File: config.mk
export PLATFORM = sky130hd
export DESIGN_NAME = pc_target_lut_rw
export DESIGN_NICKNAME = d
export VERILOG_FILES = /design/src/rtl/pc_target_lut_rw.sv
export SDC_FILE = /design/constraint.sdc
export NUM_CORES = 1
export LEC_CHECK = 0
export CORE_MARGIN = 1
export CORE_UTILIZATION = 40
export DETAILED_ROUTE_END_ITERATION = 16
export GPL_TIMING_DRIVEN = 0
export PLACE_DENSITY_LB_ADDON = 0.12
export SYNTH_ARGS = -nofsm -noshare
export SYNTH_HDL_FRONTEND = slang
export SYNTH_SLANG_ARGS = --single-unit
File: constraint.sdc
create_clock -name Clk -period 4.7 [get_ports Clk]
set_input_delay 0.94 -clock Clk [delete_from_list [all_inputs] [get_ports Clk]]
set_output_delay 0.94 -clock Clk [all_outputs]
set_load 0.005 [all_outputs]
File: src/rtl/pc_target_lut_rw.sv
// Run-time writable branch-target table with a registered lookup (absolute or PC-relative).
// Optional same-cycle write-to-lookup bypass when PC_LUT_BYPASS_EN is defined.
module pc_target_lut_rw #(
  parameter int D = 10,
  parameter int A = 4
) (
  input  logic         Clk,
  input  logic         Reset,
  input  logic         lookup_en,
  input  logic [A-1:0] addr,
  input  logic         rel,
  input  logic [D-1:0] pc,
  input  logic         wr_en,
  input  logic [A-1:0] wr_addr,
  input  logic [D-1:0] wr_data,
  output logic         ready,
  output logic [D-1:0] target,
  output logic         target_valid
);

  localparam int N = 2 ** A;

  typedef enum logic {
    ST_INIT,
    ST_RUN
  } state_t;

  state_t       state_q, state_d;
  logic [A-1:0] cnt_q, cnt_d;
  logic [D-1:0] target_q, target_d;
  logic         valid_q, valid_d;

  logic [D-1:0] mem_q [0:N-1];
  logic         mem_we;
  logic [A-1:0] mem_waddr;
  logic [D-1:0] mem_wdata;
  logic [D-1:0] rd_val;

  always_comb begin
    state_d   = state_q;
    cnt_d     = cnt_q;
    target_d  = target_q;
    valid_d   = 1'b0;
    mem_we    = 1'b0;
    mem_waddr = wr_addr;
    mem_wdata = wr_data;
    rd_val    = mem_q[addr];
`ifdef PC_LUT_BYPASS_EN
    if (wr_en && (wr_addr == addr)) rd_val = wr_data;
`endif
    case (state_q)
      ST_INIT: begin
        // The sequencer owns the write port until every entry is zeroed.
        mem_we    = 1'b1;
        mem_waddr = cnt_q;
        mem_wdata = '0;
        cnt_d     = cnt_q + 1'b1;
        if (cnt_q == '1) state_d = ST_RUN;
      end
      ST_RUN: begin
        mem_we = wr_en;
        if (lookup_en) begin
          valid_d  = 1'b1;
          target_d = rel ? (pc + rd_val) : rd_val;
        end
      end
      default: state_d = ST_INIT;
    endcase
  end

  always_ff @(posedge Clk or posedge Reset) begin
    if (Reset) begin
      state_q  <= ST_INIT;
      cnt_q    <= '0;
      target_q <= '0;
      valid_q  <= 1'b0;
    end else begin
      state_q  <= state_d;
      cnt_q    <= cnt_d;
      target_q <= target_d;
      valid_q  <= valid_d;
    end
  end

  // Table storage is not reset; INIT overwrites it before any lookup is accepted.
  always_ff @(posedge Clk) begin
    if (mem_we) mem_q[mem_waddr] <= mem_wdata;
  end

  assign ready        = (state_q == ST_RUN);
  assign target       = target_q;
  assign target_valid = valid_q;

endmodule

Yosys cells after proc, flatten, opt, wreduce, memory -nomap -nowiden
Memories as Yosys holds them, arrays and structs flattened. Cells that the tools add are included.

Flip-flop bits (word level): 16. RAM bits: 160. Input port bits: 33. Memories: 1.

$add $sub $neg: 2. Equality and inequality tests: 1. Muxes and demuxes: 10. Bitwise gates (word level): 1. Reduce and logical (&&, ||, !) cells: 1.

Memory list: mem_q (words 16, width 10, read ports 1, clocked after memory_dff 0, write ports 1, RTL line 33) `logic [D-1:0] mem_q [0:N-1];`.

Operators by type and width (count): 2-to-1 mux 10 bit (2); adder 10 bit (1); 2-to-1 mux 1 bit (6); adder 4 x 1 -> 4 bit, second input constant (1); equality test 4 bit, second input constant (1); 2-to-1 mux 4 bit (1); one-hot mux 1 bit (2 select lines) (1); AND reduction 2 bit (1); NOT 1 bit (1).

Longest topological paths before layout
Gate-level depths: netlist of the first run.

Depth in word-level cells: 4. Depth in mapped cells: 13. Mapped depth without buffers: 10.

Worst setup path before layout of the first run
No wires, ideal clock.

Path kind: input-to-reg. Start point: input port addr[1]. End point: register target_q[9] (netlist: target[9]). Setup time: 131 ps. Arrival time: 3914 ps. Setup slack: 654 ps. Cell stages on the path: 11. Path buffers: 2. Path through: clkbuf_1 > clkbuf_1 > mux4_2 > mux4_2 > ha_1 > a21o_1 > and4_1 > o211ai_1 > and4_1 > nor3_1 > or3b_1.

Cells in the longest elaborated chain, start to end: 3.

Ends and longest elaborated chain: start, declared (RTL line 10) `input logic [A-1:0] addr,`; memory (16 x 10 bit) *; adder 10 bit (RTL line 64) `target_d = rel ? (pc + rd_val) : rd_val;`; 2-to-1 mux 10 bit * (RTL line 64); end signal, assigned (RTL line 80) `target_q <= target_d;`; end, declared (RTL line 30) `logic [D-1:0] target_q, target_d;`.

Every way passes the cells marked *; elsewhere a longest branch is shown, timed or not. A chain may end at the register's enable or synchronous reset.

Final worst setup path of the first run
Start point: input port addr[1]. End point: register target_q[8] (netlist: target[8]).

Same word-level chain as after synthesis.

==> reports/metrics.cfg, run 1 <==
[power_and_ir_drop]
swShare_pct=21.9
p_int_w=0.00266
p_leak_nw=2.85
seqPwrFrac_pct=51.1
peakVddDrop_uv=240
power_frac_comb_pct=8.7
pwr-share-clk_pct=40.2
power.density_nw_per_um2=395
p_sw_w=0.000747

[timing]
whs_ps=471
maxSlewViolCount=0
rsz0062_at_grt=false
period_share_pct=94.2
max_freq_ghz=0.226
clock_skew_ps=7.07
finalCriticalPeriod_ps=4430
fin_ws_ps=274
worst_pin_slew_ps=1420
final_hold_viol_count=0
finalSetupTns_ps=0
setup_viol=0
worst_slew_margin_rel_pct=5.11

[critical_path]
ff2ff_setup_slack_ps=1440
path_class=in2reg
r2r-end=target[8]
crit_path_start_kind=input pin
cp.arrival_ps=4730
worstSetupEndpointType=flop
r2r_cells=10
critPathMaxFanout=10
crit_required_ps=5000
timing.rr.start=mem_q[5][0]

[job]
cap_violations=0

[layout]
num_antenna_cells=0
area_delta_synth_final_pct=17.9
layout-drive-gt1-share_pct=19.6
nets=491
nFillCells=1508
instances_no_fill=688

[yosys]
yosys-top-cells-count=edfxtp_1, mux4_2, nor2_1, nand2_1, dfrtp_1
yosysTopAreaCellShare_pct=65.6
yosysMostFrequentCell=edfxtp_1
synthFlopType=edfxtp_1
synth_cells=384
seq_area_frac_synth_pct=71.1
synth_cell_types=41
synthArstFlopShare_pct=9.09
yosys-top-cells-area=edfxtp_1, mux4_2, dfrtp_1
synth.avg_cell_area_sq_um=19.1
syn_nets=428
syn_area_sq_um=7320
synth_edf_count=160
yosysWarnings=0
synth_seq_cells=176
yosysTopAreaCell=edfxtp_1

[placed_design]
gp_congestion=0.832
dp_cells=655
preCtsSetupSlack_ps=-192
port_buffers=40
place_hpwl_microns=10400

[cts]
cts_setup_buffers=0
clock_latency_ps=430
cts_sinks=176
postCtsHoldBufs=0
cts_tree=yes
clkTransAtPathRegs_ps=60
cts.htree.levels=4
cts.repair.resized=0
cts_root_buffer=clkbuf_16
clk_path_buf_depth=2
cts_made_buffers=17

[floorplan]
die_h_microns=137
rows=49
die_w_microns=137
die_area_sq_um=18800
ios=45
start_util_pct=40.8
core_region_area_sq_um=18000

[routing]
vias_per_cell=5.42
wl_per_cell_microns=23.6
drt_wl_total_microns=16300
first_pass_iters=4
num_vias=3726
drc=0
ant_nets=0
drtIter0Drc=235

[global_routing]
overflow=0
grt_max_degree=17
grt_pass1_wl_microns=24300
grt_pass1_vias=3882
gr-usage-all-layers_pct=18.9
antenna_found_initial=0

[run_status]
status=finished, final reports clean

[worst_hold_path]
hp-class=reg2reg
hold_start=target[2]
hold_end=target[2]
whs_path_depth=2

-- logic make-up (layout without fill, tap and decap cells) --
family                     count (synthesis)  count (layout)  synth area share (%)
and+or+nand+nor                           73              73                  4.72
AOI/OAI and AO/OA                         38              38                  3.28
muxes                                     54              54                  16.3
DFF                                      176             176                  71.1
buffers and inverters                     22              97                  1.49
xor gates and xnor gates                  10              10                  1.20
adders and majority gates                 11              11                  1.98
-- flip-flops by register name (all words and copies together) (netlist names) --
register      cells
target_valid      1
mem_q           160
target           10
ready             1
cnt_q             4
-- metal layers --
metal,vias to the layer above,track usage (%),share of wire [%]
li1,1681,-,-
met4,0,6.84,1.5
met1,1918,24.6,42
met3,18,3.53,5.9
met2,109,31.7,50
met5,-,0,0
-- worst max-delay path: stages --
cell      delay (ps)
clkbuf_1         490
clkbuf_1         610
mux4_2           420
mux4_2           540
ha_1             240
fa_1             410
a21o_1           210
a211oi_1         360
o21ai_0          130
o21ai_0          110
xor2_1           170
o211ai_1         100
-- per-stage QoR --
stage | utilization (%) | total power [W] | cell area (sq um)
floorplan | - | 0.00195 | 7320
global placement | 44.6 | 0.00207 | 8010
detailed placement | 44.8 | 0.00208 | 8040
CTS | 47.9 | 0.00343 | 8610
global route | 48.1 | 0.00352 | 8630
finish | 48.1 | 0.00341 | 8630
-- placed cells by master, fill, tap and decap left out, drive strengths merged, types with 2 or more instances in the layout --
| cell | Yosys | routed |
|---|---|---|
| a211oi | 2 | 2 |
| xor2 | 3 | 3 |
| ha | 10 | 10 |
| a21oi | 11 | 11 |
| nor3 | 6 | 6 |
| dfrtp | 16 | 16 |
| nor2 | 27 | 27 |
| xnor2 | 7 | 7 |
| edfxtp | 160 | 160 |
| and4 | 2 | 2 |
| a21o | 2 | 2 |
| o211ai | 3 | 3 |
| nor3b | 3 | 3 |
| inv | 6 | 9 |
| mux4 | 50 | 50 |
| bufinv | 0 | 2 |
| and2 | 12 | 12 |
| clkbuf | 7 | 25 |
| mux2i | 3 | 3 |
| clkinvlp | 0 | 3 |
| clkdlybuf4s50 | 0 | 40 |
| a2bb2oi | 2 | 2 |
| clkinv | 0 | 5 |
| buf | 9 | 13 |
| nand2 | 19 | 19 |
| o21ai | 11 | 11 |
-- how the worst max path moves through the flow --
stage,start,to,slack (ps)
final,addr[1],target[8],270
after floorplan,addr[1],target[9],650
after global placement,addr[1],target[8],-160
after global routing,addr[1],target[6],40
after detailed placement,addr[1],target[8],-190
after CTS,addr[1],target[8],250
-- cell type report --
type / count / area [sq um] / share of cell area, %
Buffer: 16 / 86.3 / 1.00
Clock buffer: 18 / 429 / 4.97
Clock inverter: 13 / 139 / 1.61
Inverter: 6 / 22.5 / 0.261
Multi-Input combinational cell: 186 / 2020 / 23.4
Sequential cell: 176 / 5200 / 60.3
Tap cell: 229 / 287 / 3.32
Timing Repair Buffer: 44 / 442 / 5.12
-- power by group through the flow --
stage                     combinational [W]  sequential (W)  clock [W]
final                              0.000296         0.00174    0.00137
after global routing               0.000329         0.00174    0.00145
after CTS                          0.000300         0.00174    0.00139
after detailed placement           0.000299         0.00178          0
after global placement             0.000293         0.00177          0
after floorplan                    0.000177         0.00178          0
(Power assumes the default switching activity.)
==> inputs of run 2 (changes only) <==
--- a/config.mk
+++ b/config.mk
@@ -9,7 +9,7 @@
 export CORE_UTILIZATION = 40
 export DETAILED_ROUTE_END_ITERATION = 16
 export GPL_TIMING_DRIVEN = 0
-export PLACE_DENSITY_LB_ADDON = 0.12
+export PLACE_DENSITY = 0.65
 export SYNTH_ARGS = -nofsm -noshare
 export SYNTH_HDL_FRONTEND = slang
 export SYNTH_SLANG_ARGS = --single-unit
==> reports/metrics.cfg, run 2 (synthesis gave the netlist of run 1 again) <==
[layout]
final_cell_mix=edfxtp_1, mux4_2, clkdlybuf4s50_1, nor2_1, nand2_1  ; unchanged
largest_register=mem_q  ; unchanged
nets=487  ; was 491
area_delta_synth_final_pct=17.8  ; was 17.9%
nFillCells=1469  ; was 1508
num_antenna_cells=0  ; unchanged
largest_register_ffs=160  ; unchanged
instances_no_fill=685  ; was 688
layout-drive-gt1-share_pct=18.0  ; was 19.6%
final_area_sq_um=8630  ; about the same
final_common_cell=edfxtp_1  ; unchanged

[floorplan]
ios=45  ; unchanged
start_util_pct=40.8  ; unchanged
die_w_microns=137  ; unchanged
core_region_area_sq_um=18000  ; unchanged
die_area_sq_um=18800  ; unchanged
die_h_microns=137  ; unchanged
rows=49  ; unchanged

[timing]
final_hold_viol_count=0  ; unchanged
clock_skew_ps=5.33  ; was 7.07 ps
finalCriticalPeriod_ps=4370  ; was 4430 ps
finalSetupTns_ps=0  ; unchanged
maxSlewViolCount=0  ; unchanged
max_freq_ghz=0.229  ; was 0.226 GHz
whs_ps=467  ; was 471 ps
fin_ws_ps=328  ; was 274 ps
period_share_pct=93.0  ; was 94.2%
setup_viol=0  ; unchanged
worst_pin_slew_ps=1320  ; was 1420 ps
rsz0062_at_grt=false  ; unchanged
worst_slew_margin_rel_pct=11.8  ; was 5.11%

[global_routing]
grt_pass1_wl_microns=22600  ; was 24300 microns
grt_max_degree=17  ; unchanged
overflow=0  ; unchanged
grt_pass1_vias=3803  ; was 3882
gr-usage-all-layers_pct=17.3  ; was 18.9%
antenna_found_initial=0  ; unchanged

[power_and_ir_drop]
pwr-share-clk_pct=41.8  ; was 40.2%
p_leak_nw=2.85  ; about the same
peakVddDrop_uv=250  ; was 240 uV
p_sw_w=0.000724  ; was 0.000747 W
seqPwrFrac_pct=49.9  ; was 51.1%
swShare_pct=20.7  ; was 21.9%
p_int_w=0.00277  ; was 0.00266 W
power_frac_comb_pct=8.3  ; was 8.7%
power.density_nw_per_um2=405  ; was 395 nW/um^2

[routing]
ant_nets=0  ; unchanged
drt_wl_total_microns=14800  ; was 16300 microns
drc=0  ; unchanged
vias_per_cell=5.40  ; was 5.42
first_pass_iters=4  ; unchanged
drtIter0Drc=330  ; was 235
wl_per_cell_microns=21.7  ; was 23.6 microns
num_vias=3700  ; was 3726

[cts]
cts_setup_buffers=0  ; unchanged
clkTransAtPathRegs_ps=60  ; about the same
clk_path_buf_depth=2  ; unchanged
cts.htree.levels=4  ; unchanged
cts.repair.resized=0  ; unchanged
postCtsHoldBufs=0  ; unchanged
cts_sinks=176  ; unchanged
cts_made_buffers=17  ; unchanged
cts_root_buffer=clkbuf_16  ; unchanged
cts_tree=yes  ; unchanged
clock_latency_ps=420  ; was 430 ps

[run_status]
status=finished, final reports clean  ; unchanged

[placed_design]
preCtsSetupSlack_ps=-128  ; was -192 ps
dp_cells=653  ; was 655
gp_congestion=0.810  ; was 0.832
place_hpwl_microns=9570  ; was 10400 microns
place_area_sq_um=8010  ; was 8040 sq um
port_buffers=40  ; unchanged

[critical_path]
path_class=in2reg  ; unchanged
crit_required_ps=5000  ; about the same
cp.arrival_ps=4670  ; was 4730 ps
worstSetupEndpointType=flop  ; unchanged
critPathMaxFanout=10  ; unchanged
crit_path_start_kind=input pin  ; unchanged

[worst_hold_path]
hp-class=reg2reg  ; unchanged

[job]
cap_violations=0  ; unchanged

run 2: changes by cell type in the layout (fill, tap and decap cells not counted), sizes merged:
| cell | change |
|---|---|
| buf | -4 |
| bufinv | +2 |
| inv | -1 |
run 2: layout make-up:
class / count / area, sq um / area share [%]
sequential: 176 / 5200 / 60.3
multi-input combinational: 186 / 2010 / 23.3
clock buffer: 18 / 429 / 4.98
timing repair buffer: 40 / 400 / 4.64
tap: 229 / 287 / 3.32
clock inverter: 14 / 188 / 2.18
buffer: 16 / 86.3 / 1.00
inverter: 6 / 22.5 / 0.261
run 2: power by group through the flow:
| stage | Combinational (W) | Clock, W | Sequential [W] |
|---|---|---|---|
| 2_1_floorplan | 0.000177 | 0 | 0.00178 |
| 3_3_place_gp | 0.000288 | 0 | 0.00177 |
| 3_5_place_dp | 0.000293 | 0 | 0.00178 |
| 4_1_cts | 0.000294 | 0.00148 | 0.00174 |
| 5_1_grt | 0.000321 | 0.00154 | 0.00175 |
| 6_report | 0.000291 | 0.00146 | 0.00174 |
run 2: worst max-delay path, stage by stage:
cell and delay (ps):
clkbuf_1 500, clkbuf_1 560, mux4_2 410, mux4_2 540, ha_1 250, fa_1 420
a21o_1 220, a211oi_1 330, o21ai_0 110, o21ai_0 100, xor2_1 170, o211ai_1 100
run 2: path summary, 6_finish.rpt:
| path | start | endpoint | slack, ps | cells after the start |
|---|---|---|---|---|
| setup / recovery | addr[1] | target[8] | 330 | 12 |
| hold / removal | target[2] | target[2] | 470 | 2 |
| setup reg to reg | mem_q[5][0] | target[8] | 1450 | 10 |
| hold reg to reg | target[2] | target[2] | 470 | 2 |
| max in group asynchronous | Reset | target[2] | 3370 | 2 |
| min in group asynchronous | Reset | target[1] | 910 | 2 |
run 2: metrics by stage:
stage                     util (%)  power, W
after detailed placement      44.6   0.00207
after CTS                     48.0   0.00352
after global routing          48.0   0.00361
final                         48.0   0.00349
after global placement        44.6   0.00206
after floorplan                  -   0.00195
run 2: layer usage:
layer	wire length (microns)	part of all wire, %	track usage [%]	vias to the layer above
met2	7530	51	28.7	103
met4	224	1.5	6.65	0
met5	0	0	0	-
met1	6490	44	22.4	1905
met3	605	4.1	3.64	15
li1	-	-	-	1677
